==> config.mk <==
export PLATFORM = sky130hd
export DESIGN_NAME = piso_serializer
export DESIGN_NICKNAME = d
export VERILOG_FILES = /design/src/rtl/serdes_pkg.sv /design/src/rtl/ser_skid_buf.sv /design/src/rtl/piso_serializer.sv
export SDC_FILE = /design/constraint.sdc
export NUM_CORES = 1
export LEC_CHECK = 0
export ABC_AREA = 1
export CAP_MARGIN = 40
export CORE_ASPECT_RATIO = 1.5
export CORE_MARGIN = 1
export CORE_UTILIZATION = 25
export DETAILED_ROUTE_END_ITERATION = 16
export GPL_TIMING_DRIVEN = 0
export HOLD_SLACK_MARGIN = 0.05
export PLACE_DENSITY = 0.47
export SLEW_MARGIN = 20
export SYNTH_ARGS = -nofsm -noshare
export SYNTH_HDL_FRONTEND = slang
export SYNTH_SLANG_ARGS = --single-unit
==> constraint.sdc <==
create_clock -name clk -period 1 [get_ports clk]
set_input_delay 0.1 -clock clk [delete_from_list [all_inputs] [get_ports clk]]
set_output_delay 0.1 -clock clk [all_outputs]
set_load 0.02 [all_outputs]
==> src/rtl/serdes_pkg.sv <==
// Shared definitions for the serializer path.
//   ser_state_t : serializer FSM states (IDLE, SHIFT, GAP)
//   SER_WIDTH   : default word width
//   CNT_W(w)    : width of a counter that spans 0..w-1
package serdes_pkg;

  typedef enum logic [1:0] {
    IDLE  = 2'd0,
    SHIFT = 2'd1,
    GAP   = 2'd2
  } ser_state_t;

  localparam int SER_WIDTH = 4;

  // Clamped to 1 so a counter never collapses to zero width.
  function automatic int CNT_W(input int w);
    return (w < 2) ? 1 : $clog2(w);
  endfunction

endpackage

==> src/rtl/ser_skid_buf.sv <==
// One-entry valid/ready holding register.
//   clk, reset     : clock, asynchronous active-low reset
//   in_data/valid  : upstream word and its valid
//   in_ready       : entry is empty (word accepted when in_valid && in_ready)
//   take           : consumer pulls the held word this edge (only while full)
//   hold_data/full : held word and occupancy flag
//
// Handshake: a transfer happens on every rising edge where valid and ready
// are both high; valid may not depend on ready, and data is only sampled on
// that edge. Accept needs the entry empty while take needs it full, so the
// two never coincide.
module ser_skid_buf #(
  parameter int WIDTH = 4
) (
  input  logic             clk,
  input  logic             reset,
  input  logic [WIDTH-1:0] in_data,
  input  logic             in_valid,
  output logic             in_ready,
  input  logic             take,
  output logic [WIDTH-1:0] hold_data,
  output logic             hold_full
);

  assign in_ready = !hold_full;

  always_ff @(posedge clk or negedge reset) begin
    if (!reset) begin
      hold_data <= '0;
      hold_full <= 1'b0;
    end else if (in_valid && !hold_full) begin
      hold_data <= in_data;
      hold_full <= 1'b1;
    end else if (take) begin
      hold_full <= 1'b0;
    end
  end

endmodule

==> src/rtl/piso_serializer.sv <==
// Parallel-in, serial-out word serializer feeding a SIPO register.
//   clk, reset  : clock, asynchronous active-low reset
//   in_data     : parallel word; in_valid/in_ready handshake
//   pause       : freezes shifting and gap counting (not the input side)
//   data, shift : serial bit and its sample strobe for the downstream SIPO
//   frame_done  : high with the strobe of the last bit of each word
//   busy        : FSM active or a word is held
//   state_dbg   : current FSM state, for observation
module piso_serializer
  import serdes_pkg::*;
#(
  parameter int WIDTH      = SER_WIDTH,
  parameter int MSB_FIRST  = 1,
  parameter int GAP_CYCLES = 1
) (
  input  logic             clk,
  input  logic             reset,
  input  logic [WIDTH-1:0] in_data,
  input  logic             in_valid,
  output logic             in_ready,
  input  logic             pause,
  output logic             data,
  output logic             shift,
  output logic             frame_done,
  output logic             busy,
  output logic [1:0]       state_dbg
);

  localparam int             CW       = CNT_W(WIDTH);
  localparam logic [CW-1:0]  BIT_LAST = CW'(WIDTH - 1);
  localparam logic [CW-1:0]  BIT_ONE  = CW'(1);
  localparam bit             HAS_GAP  = (GAP_CYCLES > 0);
  localparam logic [3:0]     GAP_LAST = HAS_GAP ? 4'(GAP_CYCLES - 1) : 4'd0;

  ser_state_t       state;
  logic [WIDTH-1:0] shreg;
  logic [WIDTH-1:0] shreg_next;
  logic [CW-1:0]    bitcnt;
  logic [3:0]       gapcnt;

  logic [WIDTH-1:0] hold_data;
  logic             hold_full;
  logic             take;
  logic             last_bit;
  logic             word_end;
  logic             gap_end;

  ser_skid_buf #(.WIDTH(WIDTH)) u_hold (
    .clk       (clk),
    .reset     (reset),
    .in_data   (in_data),
    .in_valid  (in_valid),
    .in_ready  (in_ready),
    .take      (take),
    .hold_data (hold_data),
    .hold_full (hold_full)
  );

  assign last_bit = (bitcnt == BIT_LAST);
  assign word_end = (state == SHIFT) && !pause && last_bit;
  assign gap_end  = (state == GAP) && !pause && (gapcnt == GAP_LAST);

  // Held word moves into shreg from IDLE, at the end of a word when there
  // is no gap (keeps the strobe continuous), or at the end of the gap.
  assign take = hold_full && ((state == IDLE) || (word_end && !HAS_GAP) || gap_end);

  // Output end of the register is bit WIDTH-1 for MSB-first, bit 0 otherwise.
  always_comb begin
    shreg_next = shreg;
    if (MSB_FIRST != 0) shreg_next = {shreg[WIDTH-2:0], 1'b0};
    else                shreg_next = {1'b0, shreg[WIDTH-1:1]};
  end

  always_ff @(posedge clk or negedge reset) begin
    if (!reset) begin
      state  <= IDLE;
      shreg  <= '0;
      bitcnt <= '0;
      gapcnt <= '0;
    end else begin
      case (state)
        IDLE: begin
          if (hold_full) begin
            shreg  <= hold_data;
            bitcnt <= '0;
            state  <= SHIFT;
          end
        end

        SHIFT: begin
          if (!pause) begin
            shreg  <= shreg_next;
            bitcnt <= bitcnt + BIT_ONE;
            if (last_bit) begin
              bitcnt <= '0;
              if (HAS_GAP) begin
                gapcnt <= 4'd0;
                state  <= GAP;
              end else if (hold_full) begin
                shreg <= hold_data;
              end else begin
                state <= IDLE;
              end
            end
          end
        end

        GAP: begin
          if (!pause) begin
            gapcnt <= gapcnt + 4'd1;
            if (gapcnt == GAP_LAST) begin
              if (hold_full) begin
                shreg  <= hold_data;
                bitcnt <= '0;
                state  <= SHIFT;
              end else begin
                state <= IDLE;
              end
            end
          end
        end

        default: state <= IDLE;
      endcase
    end
  end

  assign data       = (state == SHIFT) &&
                      ((MSB_FIRST != 0) ? shreg[WIDTH-1] : shreg[0]);
  assign shift      = (state == SHIFT) && !pause;
  assign frame_done = shift && last_bit;
  assign busy       = (state != IDLE) || hold_full;
  assign state_dbg  = state;

endmodule

==> flow_summary.ini <==
[critical_path]
max_stage_delay_ns = 0.42
worst_setup_path_end_kind = flop
cp.arrival_ns = 1.46
critPathRequiredTime_ns = 1.15
worst_setup_path_start_kind = flop
cp_cell_sequence = buf_12 > buf_8 > o21ai_4 > nand3_4 > nand2_1 > nand2_1
cp_max_fo = 6
crit_top_cell = nand2_1
r2r_setup_slack_ns = -0.31
crit_type = reg -> reg
slowest_stage = dfrtp_2
timing.rr.start = state_dbg[0]$_DFFE_PN0P_
reg2reg_depth = 6
startpoint = state_dbg[0]$_DFFE_PN0P_
r2r-end = bitcnt[1]$_DFFE_PN0P_

[route]
wl_met2_mm = 1.18
drt_first_pass_iters = 5
drc = 0
wl_per_cell_um = 11.4
drt-total-wl_mm = 2.21
met3_length_um = 57
ant_nets = 0
met1_length_um = 902
first_iter_violations = 15
top_layer = met4
num_vias = 868
vias_per_cell = 4.47

[sta]
setup_viol = 21
timing_hold_violations_final = 0
fin_crit_ns = 1.31
drv_slew = 0
final.setup.tns_ns = -4.36
tightest_slew_ns = 0.414
layout_setup_ws_ns = -0.308
finalHoldWorstSlack_ns = 0.141
final.period_utilization_pct = 131
fmax_mhz = 764
slew_headroom_pct = 72.3
rsz0062_at_grt = yes
skew_ns = 0.00106

[yosys]
syn_avg_cell_area_um2 = 8.49
syn-cell-area_um2 = 960
synth-seq-area-share_pct = 44.3
synth_cells = 113
syn_nets = 124
synthDistinctLibCells = 21
yosysWarnings = 0
ys_seq_elements = 17

[global_route]
grt_pass1_vias = 815
grt_max_degree = 18
grt_use_total_pct = 12.5
grt_overflow = 0
antenna_found_initial = 0
grt_pass1_wl_mm = 3.73

[layout]
layout_commonest_cell = nand2_1
areaGrowthSynthToFinish_pct = 56.6
fin_nets = 163
drive_gt1_share_pct = 45.7
num_antenna_cells = 0
layout_common_cells = 27 x nand2_1, 15 x dfrtp_1, 14 x buf_4, 11 x nand2_2
instances_no_fill = 194

[power_and_ir_drop]
power_density_nw_per_um2 = 2720
power_mw = 4.09
leakagePower_nw = 0.773
ir_worst_vdd_mv = 1.37

[die]
die_height_um = 77.9
row_count = 27
start_util_pct = 26.1
coreArea_um2 = 3680
die-area_um2 = 4100
die_w_um = 52.6
ioPinCount = 15

[clocking]
cts_hold_buf = 0
clk_latency_ns = 0.25
cts_htree_levels = 1
cts_root_buffer = clkbuf_8
tritoncts = yes
clkSlewWorstSetupHoldPaths_ns = 0.07
clock_path_buffers = 2
clock-sinks = 17
cts_buffers = 3

[placed_design]
place_ws_ns = -0.649
place_inst = 170
portBuffers = 14
gp_congestion = 0.821
hpwl_mm = 1.48

[flow_run]
maxCapViolations = 0

[status]
outcome = finished with violations
violations = negative setup slack

[min_path]
hold_path.class = in -> async
==> metrics by stage <==
step	cell area, µm²	util (%)
finish	1500	40.8
floorplan	991	-
detailed placement	1180	32.2
CTS	1330	36.1
global placement	1180	32.2
global route	1500	40.8
==> area by class of cell <==
cell class	count	area, µm²
Multi-Input combinational cell	83	582
Buffer	1	20.0
Inverter	12	57.6
Fill cell	368	2180
Tap cell	43	53.8
Clock buffer	4	45.0
Sequential cell	17	428
Timing Repair Buffer	34	317
==> report_power, final <==
group          switching [mW]  internal (mW)  total, mW  leakage, nW
Clock                   0.243          0.283      0.526       0.0228
Sequential              0.193          0.949       1.14        0.212
Combinational            1.28           1.14       2.42        0.539
==> worst max-delay path by stage <==
stage,to,cells past startpoint
2_1_floorplan,shreg[1]$_DFFE_PN0P_,8
3_3_place_gp,frame_done,5
3_5_place_dp,frame_done,5
4_1_cts,frame_done,6
5_1_grt,bitcnt[1]$_DFFE_PN0P_,6
6_report,bitcnt[1]$_DFFE_PN0P_,6
==> synthesized netlist by cell type <==
| cell | n | area (µm²) |
|---|---|---|
| nand2_1 | 40 | 150 |
| dfrtp_1 | 17 | 425 |
| inv_1 | 10 | 37.5 |
| nand3_1 | 10 | 50.1 |
| nor2_1 | 8 | 30.0 |
| nand4_1 | 6 | 37.5 |
| ha_1 | 3 | 37.5 |
| mux2_2 | 3 | 33.8 |
| nand2_4 | 3 | 33.8 |
| o21ai_1 | 2 | 10.0 |
| a21oi_1 | 1 | 5.00 |
| buf_6 | 1 | 11.3 |
| inv_2 | 1 | 3.75 |
| inv_4 | 1 | 6.26 |
| nand2_8 | 1 | 20.0 |
| nand3_2 | 1 | 10.0 |
| nand3_4 | 1 | 17.5 |
| nor2_8 | 1 | 20.0 |
| o21ai_0 | 1 | 5.00 |
| o21ai_2 | 1 | 8.76 |
| or2_2 | 1 | 6.26 |
==> registers in the layout, summed over array words and instances (netlist names) <==
signal and cells:
bitcnt 2, gapcnt 4, shreg 4, state_dbg 2
u_hold.hold_data 4, u_hold.hold_full 1
==> cells by family (layout without fill, tap and decap cells) <==
group,count (synthesis),after routing,synth area share [%]
AND/OR/NAND/NOR,72,72,39.1
buffers and inverters,13,51,6.13
AO/OA/AOI/OAI,5,5,3.00
multiplexers,3,3,3.52
adder cells (fa/ha/maj),3,3,3.91
flip-flops,17,17,44.3
==> critical path: cells and delay by family (launching register included) <==
kind / cells / cell delay (ns)
DFF: 1 / 0.42
and+or+nand+nor: 3 / 0.31
buffers and inverters: 2 / 0.26
AOI/OAI and AO/OA: 1 / 0.21
==> repair_timing <==
item	CTS	global route
buffers inserted	12	7
endpoints found under the hold margin	0	0
resized for setup	42	33
setup endpoints to repair	23	23
pin swaps	8	13
==> per-layer routing <==
layer | up-vias | GRT usage, %
met5 | - | 0
met3 | 5 | 1.76
met1 | 407 | 15.1
met4 | 0 | 7.89
li1 | 441 | -
met2 | 15 | 20.1
Note: power is estimated with default switching activity, not from simulation.
